`src/rtl/oai21_chk_pkg.sv`:
```
// Shared types and golden model for the OAI21 exhaustive cell checker.
package oai21_chk_pkg;

    typedef enum logic [1:0] {IDLE, SETTLE, SAMPLE, FINISH} state_t;

    localparam int VEC_W   = 3;
    localparam int NUM_VEC = 8;

    // vec packs {A1, A2, B}; returns the expected ZN of a healthy cell
    function automatic logic oai21_golden(input logic [VEC_W-1:0] vec);
        return !((vec[2] | vec[1]) & vec[0]);
    endfunction

endpackage

```
`src/rtl/oai21_err_tracker.sv`:
```
// Saturating mismatch counter plus capture of the first failing vector.
module oai21_err_tracker
    import oai21_chk_pkg::*;
#(
    parameter int ERR_W = 8
) (
    input  logic             clk,
    input  logic             rst,
    input  logic             clear,
    input  logic             sample_en,
    input  logic             mismatch,
    input  logic [VEC_W-1:0] vec,
    output logic [ERR_W-1:0] err_cnt,
    output logic [VEC_W-1:0] first_fail,
    output logic             fail_valid
);

    always_ff @(posedge clk) begin
        if (rst || clear) begin
            err_cnt    <= '0;
            first_fail <= '0;
            fail_valid <= 1'b0;
        end else if (sample_en && mismatch) begin
            // Hold at all-ones instead of wrapping back to a clean-looking count
            if (err_cnt != '1) begin
                err_cnt <= err_cnt + 1'b1;
            end
            if (!fail_valid) begin
                first_fail <= vec;
                fail_valid <= 1'b1;
            end
        end
    end

endmodule

```
`config.mk`:
```
export PLATFORM = sky130hd
export DESIGN_NAME = oai21_err_tracker
export DESIGN_NICKNAME = d
export VERILOG_FILES = /design/src/rtl/oai21_chk_pkg.sv /design/src/rtl/oai21_err_tracker.sv
export SDC_FILE = /design/constraint.sdc
export NUM_CORES = 1
export LEC_CHECK = 0
export ABC_AREA = 1
export BUFFER_PORTS_ARGS = -buffer_cell sky130_fd_sc_hd__buf_2
export CORE_AREA = 4 4 42 44
export CTS_CLUSTER_SIZE = 16
export DETAILED_ROUTE_END_ITERATION = 10
export DIE_AREA = 0 0 46 48
export HOLD_SLACK_MARGIN = 0.08
export PLACE_DENSITY = 0.75
export SLEW_MARGIN = 10
export SYNTH_ARGS = -nofsm -noshare
export SYNTH_HDL_FRONTEND = slang
export SYNTH_SLANG_ARGS = --single-unit
```
`constraint.sdc`:
```
create_clock -name clk -period 1.8 [get_ports clk]
set_clock_uncertainty 0.15 [all_clocks]
set_input_delay 0.36 -clock clk [delete_from_list [all_inputs] [get_ports clk]]
set_output_delay 0.36 -clock clk [all_outputs]
set_load 0.02 [all_outputs]
```
After elaboration in Yosys (flattened, before gate mapping)
Cells that the tools add are included.
Storage, ports and cells
  memories kept: 0
  memory bits (read-only): 0
  register bits: 12
  bits of input ports: 8
  latch bits: 0
  word-level logic and storage cells: 10
  memory bits (writable): 0
Cells by class
  equal/unequal tests: 1
  bitwise gates (word level): 1
  multiplexer cells: 0
  order comparisons: 0
  multipliers: 0
  div/mod/pow operators: 0
  shifts and indexed selects: 0
  add/subtract/negate cells: 1
  reductions and logical operators: 4
Operators with widths (count)
  8-bit by 1-bit adder with 8-bit output (second input constant): 1
  8-bit inequality test (second input constant): 1
  2-bit AND reduction: 2
  1-bit logical AND: 1
  1-bit logical OR: 1
  1-bit NOT: 1

Longest topological paths before layout
Gate-level depths: netlist (run 1).
  word-level depth: 2
  gate-level depth with buffers: 9
  mapped depth without buffers: 9

Worst setup path before layout (run 1)
Ideal clock, no wire load.
  kind: flip-flop to flip-flop
  from: register err_cnt[0]
  to: register err_cnt[3]
  cell stages (with the launch flop): 9
  period minus slack after synthesis: 1423 ps
  data required time: 1537 ps
  slack: 377 ps
  arrival: 1160 ps
  path through: dfxtp_1 > ha_1 > inv_1 > nor2_4 > nand2_4 > nand2_1 > inv_1 > nor2_1 > nor2_1
Between the ends
  cells in the longest elaborated chain, start to end: 2
  elaborated cells between the ends (all ways): 3
RTL lines
  start, declared: RTL line oai21_err_tracker.sv:13  | output logic [ERR_W-1:0] err_cnt,
  start signal, assigned: RTL line oai21_err_tracker.sv:26  | err_cnt <= err_cnt + 1'b1;
  branches (longest 2 deep; another with 8-bit by 1-bit adder with 8-bit output)
Parallel ways; which one is timed is not known.
A chain may end at the register's enable or synchronous reset.

Worst setup path in the final report (run 1)
  from: register err_cnt[4]
  to: output port err_cnt[4]
No word-level cell between the ends.

==> flow_metrics.py, run 1 <==
metrics = {
    "global_route": {
        "antenna_found_initial": 0,
        "grt_pass1_wl_um": 1959,
        "grt_max_degree": 11,
        "grt_pass1_vias": 500,
        "grt.overflow.total": 0,
        "grt.total_usage_pct": 12.51,
    },
    "route": {
        "first_pass_iters": 4,
        "wl_per_cell_um": 9.935,
        "drt-initial-drc-count": 8,
        "vias": 578,
        "detail_route.wirelength_um": 1222,
        "antenna_left": 0,
        "vias_per_cell": 4.699,
        "drc": 0,
    },
    "pwr": {
        "p_per_area_mw_per_mm2": 646.1,
        "leakage_nw": 0.3484,
        "ir_drop_v": 0.0004301,
        "total_power_mw": 0.4673,
    },
    "worst_hold_path": {
        "holdCritPathClass": "input port to register",
    },
    "floorplanning": {
        "die_h_um": 48,
        "initial_utilization_pct": 40.77,
        "io_pins": 20,
        "die_x_um": 46,
        "die-area_mm2": 0.002208,
        "rows": 14,
        "coreArea_mm2": 0.001436,
    },
    "sta": {
        "fmax_mhz": 713.3,
        "rsz0062_at_grt": "false",
        "worstMarginPinSlew_ps": 230.3,
        "period_minus_slack_ps": 1402,
        "tns_ps": 0,
        "finalSetupViolCount": 0,
        "period_share_pct": 77.88,
        "slew_violations": 0,
        "relSlewSlack_pct": 84.61,
        "hold_viol": 0,
    },
    "worst_setup_path": {
        "crit_buf_inv": 1,
        "cp.arrival_ps": 890,
        "critical_path_class": "register to output port",
        "crit_chain": "buf_2",
        "slowest_stage": "dfxtp_1",
        "cp_top_family": "flip-flops",
        "critPathCaptureType": "output port",
        "cp_slowest_stage_delay_ps": 430,
        "required_ps": 1290,
        "critPathLaunchType": "register",
        "cp_max_fo": 6,
    },
    "clock_tree": {
        "cts.sinks": 12,
        "numCtsBuffers": 3,
        "clk_latency_ps": 260,
        "tritoncts": "yes",
        "htree_levels": 1,
        "cts_resized": 0,
        "cts_buffer_depth": 2,
        "cts_hold_buffers": 0,
        "root_buffer": "clkbuf_4",
        "cts_setup_buffers": 0,
        "cts.reportedPaths.clkPinSlew_ps": 70,
    },
    "yosys": {
        "syn_avg_cell_area_um2": 6.889,
        "synth-edff-count": 0,
        "yosysMostFrequentCell": "nor2_1",
        "async_reset_ff_share_pct": 0,
        "yosys-top-cells-area": "dfxtp_1 41%, nor2_1 13%, nand2_1 12%",
        "ys_top_cells_by_count": "20 x nor2_1, 19 x nand2_1, 12 x dfxtp_1, 9 x inv_1, 6 x nand3_1",
        "synth_ff_type": "dfxtp_1",
        "synth_area_leader_cell": "dfxtp_1",
        "yosysTopAreaCellShare_pct": 41.03,
        "syn_inst": 85,
        "synth_nets": 94,
        "netlist_area_um2": 585.6,
        "synth_warnings": 0,
        "ys_ff_latch": 12,
        "ys_seq_area_share_pct": 41.03,
        "synth.distinct_cells": 16,
    },
    "layout": {
        "fin_area_um2": 723.2,
        "layout.nets": 118,
        "regArea_um2": 240.2,
        "layout-drive-gt1-share_pct": 26.17,
        "area_growth_pct": 23.50,
        "multiInputGateArea_um2": 307.8,
        "diodes": 0,
        "nFillCells": 158,
        "instances_no_fill": 123,
    },
    "placed_design": {
        "gp_congestion": 0.8185,
        "dp_hpwl_um": 952.1,
        "portBuffers": 19,
        "dpl.cell_count": 120,
        "postPlaceCellArea_um2": 700.7,
    },
    "status": {
        "status": "complete, no violations",
    },
    "flow_run": {
        "drv_cap": 0,
    },
}
==> placed cells by master (no fill, tap or decap) <==
cell type  netlist  layout
nor2_1          20      20
nand2_1         19      19
buf_2            0      19
dfxtp_1         12      12
inv_1            9       9
nand3_1          6       6
o21ai_0          5       5
nor2_4           3       3
a21oi_1          3       3
clkbuf_4         0       3
nand2_4          1       1
inv_2            1       1
nand3b_1         1       1
nand4_1          1       1
o21ai_1          1       1
nand3_2          1       1
nor3_1           1       1
ha_1             1       1
==> area by class of cell <==
cell class              count  area share (%)
clock buffers               3           3.114
inverters                  10           5.190
multi-input cells          63           42.56
flip-flops and latches     12           33.22
well taps                  16           2.768
repair buffers             19           13.15
==> report_power, final <==
| part | internal, mW | switching (mW) | total [mW] |
|---|---|---|---|
| combinational | 0.0140 | 0.0235 | 0.0376 |
| clock | 0.0772 | 0.0808 | 0.158 |
| sequential | 0.269 | 0.00250 | 0.272 |
==> state kept, by name (all words and copies together), names as in the netlist <==
signal,cells
first_fail,3
err_cnt,8
fail_valid,1
==> kinds of logic (layout without fill, tap and decap cells) <==
family                   Yosys count  in the layout  synth area share (%)
AO/OA/AOI/OAI                      9              9                 7.690
buffers and inverters             10             32                 6.409
adder cells (fa/ha/maj)            1              1                 2.136
flip-flops                        12             12                 41.03
AND/OR/NAND/NOR                   53             53                 42.74
==> per-stage QoR <==
stage	utilization (%)	hold slack, ps	worst slack, ps
floorplan	-	344.9	377.1
global placement	48.78	334.9	499.1
finish	50.35	173.9	398.1
detailed placement	48.78	344.0	461.3
CTS	50.35	167.8	406.1
global route	50.35	161.2	296.8
==> layer usage <==
layer | track usage (%) | vias to the layer above | wire (µm) | part of all wire [%]
li1 | - | 314 | - | -
met1 | 14.48 | 247 | 588 | 48
met2 | 20.88 | 17 | 554 | 45
met3 | 4.511 | 0 | 78 | 6.4
met4 | 5.114 | 0 | 0 | 0
met5 | 0 | - | 0 | 0
==> final timing paths <==
path	startpoint	end	slack (ps)	cells after the start
worst min register to register	err_cnt[1]$_SDFFE_PP0P_	err_cnt[1]$_SDFFE_PP0P_	350	2
worst max register to register	err_cnt[0]$_SDFFE_PP0P_	err_cnt[3]$_SDFFE_PP0P_	450	8
worst max-delay path	err_cnt[4]$_SDFFE_PP0P_	err_cnt[4]	400	1
worst min-delay path	vec[2]	first_fail[2]$_SDFFE_PP0P_	170	3
No activity file was read; power rests on OpenSTA's default activity.
==> run 2: changes to the inputs <==
==> constraint.sdc (replaced) <==
create_clock -name clk -period 1.4 [get_ports clk]
set_clock_uncertainty 0.15 [all_clocks]
set_input_delay 0.28 -clock clk [delete_from_list [all_inputs] [get_ports clk]]
set_output_delay 0.28 -clock clk [all_outputs]
set_load 0.02 [all_outputs]
==> flow_metrics.py, run 2 (same netlist as run 1, synthesis figures left out) <==
metrics = {
    "worst_hold_path": {
        "holdCritPathClass": "input port to register",
        "min_path_cells": 4,
    },
    "worst_setup_path": {
        "crit_chain": "buf_2",
        "cp_top_family": "flip-flops",
        "rr_worst_depth": 7,
        "cp_max_fo": 6,
        "cp_slowest_stage_delay_ps": 420,
        "critical_path_class": "register to output port",
        "slowest_stage": "dfxtp_1",
        "critPathLaunchType": "register",
        "critPathCaptureType": "output port",
        "required_ps": 970,
        "cp.arrival_ps": 880,
        "crit_buf_inv": 1,
        "cp.depth": 1,
    },
    "placed_design": {
        "portBuffers": 19,
        "gp_congestion": 0.7794,
        "dp_hpwl_um": 948.5,
    },
    "clock_tree": {
        "cts.sinks": 12,
        "htree_levels": 1,
        "cts_buffer_depth": 2,
        "root_buffer": "clkbuf_4",
        "numCtsBuffers": 3,
        "cts.reportedPaths.clkPinSlew_ps": 70,
        "tritoncts": "yes",
        "clk_latency_ps": 270,
    },
    "sta": {
        "slew_violations": 0,
        "hold_slack_ps": 139.4,
        "period_share_pct": 93.68,
        "finalSetupViolCount": 0,
        "fmax_mhz": 762.4,
        "relSlewSlack_pct": 86.23,
        "hold_viol": 0,
        "tns_ps": 0,
        "period_minus_slack_ps": 1312,
        "worstMarginPinSlew_ps": 206.0,
        "rsz0062_at_grt": "false",
    },
    "global_route": {
        "grt.total_usage_pct": 13.02,
        "grt_max_degree": 11,
        "grt_pass1_wl_um": 2083,
        "antenna_found_initial": 0,
        "grt_pass1_vias": 497,
        "grt.overflow.total": 0,
    },
    "floorplanning": {
        "die-area_mm2": 0.002208,
        "rows": 14,
        "die_x_um": 46,
        "coreArea_mm2": 0.001436,
        "io_pins": 20,
        "initial_utilization_pct": 40.77,
        "die_h_um": 48,
    },
    "route": {
        "first_pass_iters": 4,
        "wl_per_cell_um": 9.792,
        "drc": 0,
        "drt-initial-drc-count": 12,
        "vias_per_cell": 4.654,
        "antenna_left": 0,
        "detail_route.wirelength_um": 1273,
        "vias": 605,
    },
    "layout": {
        "layout_common_cells": "20 x nor2_1, 19 x nand2_1, 19 x buf_2, 8 x inv_1, 8 x dfxtp_1",
        "final_common_cell": "nor2_1",
        "largest_reg_flops": 8,
        "diodes": 0,
        "layout-drive-gt1-share_pct": 33.33,
        "area_growth_pct": 38.25,
        "layout.nets": 124,
        "top_register": "err_cnt",
        "reg.largest.list": "err_cnt: 8 flops, first_fail: 3 flops, fail_valid: 1 flops",
    },
    "pwr": {
        "p_per_area_mw_per_mm2": 834.1,
        "ir_drop_v": 0.0005257,
        "leakage_nw": 0.3830,
    },
    "flow_run": {
        "drv_cap": 0,
    },
    "status": {
        "status": "complete, no violations",
    },
}
-- run 2: through the flow --
step | util [%] | worst slack [ps] | instance area, µm² | power (mW) | cells
floorplan | - | 80.35 | 588.1 | 0.3847 | 85
global placement | 48.95 | 125.4 | 703.2 | 0.4044 | 120
detailed placement | 48.95 | 85.58 | 703.2 | 0.4056 | 120
CTS | 53.57 | 70.60 | 769.5 | 0.6909 | 127
global route | 56.36 | 13.79 | 809.5 | 0.7223 | 130
finish | 56.36 | 88.42 | 809.5 | 0.6752 | 130
-- run 2: final timing paths --
path                      startpoint                      end  slack [ps]
max          err_cnt[4]$_SDFFE_PP0P_               err_cnt[4]          90
min                              rst  err_cnt[3]$_SDFFE_PP0P_         140
max reg2reg  err_cnt[0]$_SDFFE_PP0P_  err_cnt[1]$_SDFFE_PP0P_         140
min reg2reg  fail_valid$_SDFFE_PP0P_  fail_valid$_SDFFE_PP0P_         360
-- run 2: tightest hold or removal path: cells and delay by family --
kind                   cells  cell delay (ps)
AND/OR/NAND/NOR            3              150
buffers and inverters      1              100
-- run 2: where the power goes --
| part | leakage, nW | switching, mW | internal, mW |
|---|---|---|---|
| logic | 0.263 | 0.0308 | 0.0253 |
| clock network | 0.0210 | 0.113 | 0.158 |
| registers | 0.0994 | 0.00342 | 0.345 |
| total | 0.383 | 0.147 | 0.528 |
-- run 2: layout make-up --
class	count	area (µm²)
Fill cell	142	626.9
Multi-Input combinational cell	63	320.3
Sequential cell	12	247.7
Timing Repair Buffer	25	147.6
Inverter	10	37.54
Clock buffer	4	36.28
Tap cell	16	20.02
-- run 2: what timing repair did --
item,4_1_cts,5_1_grt
endpoints found under the setup margin,0,6
resized for setup,0,6
hold endpoints to repair,3,0
buffers inserted,0,3
hold buffers,3,0
-- run 2: routing by layer --
| layer | GRT usage, % | share of wire [%] |
|---|---|---|
| met5 | 0 | 0 |
| met2 | 21.15 | 47 |
| met3 | 5.639 | 7.9 |
| met4 | 1.705 | 1.5 |
| met1 | 16.37 | 43 |
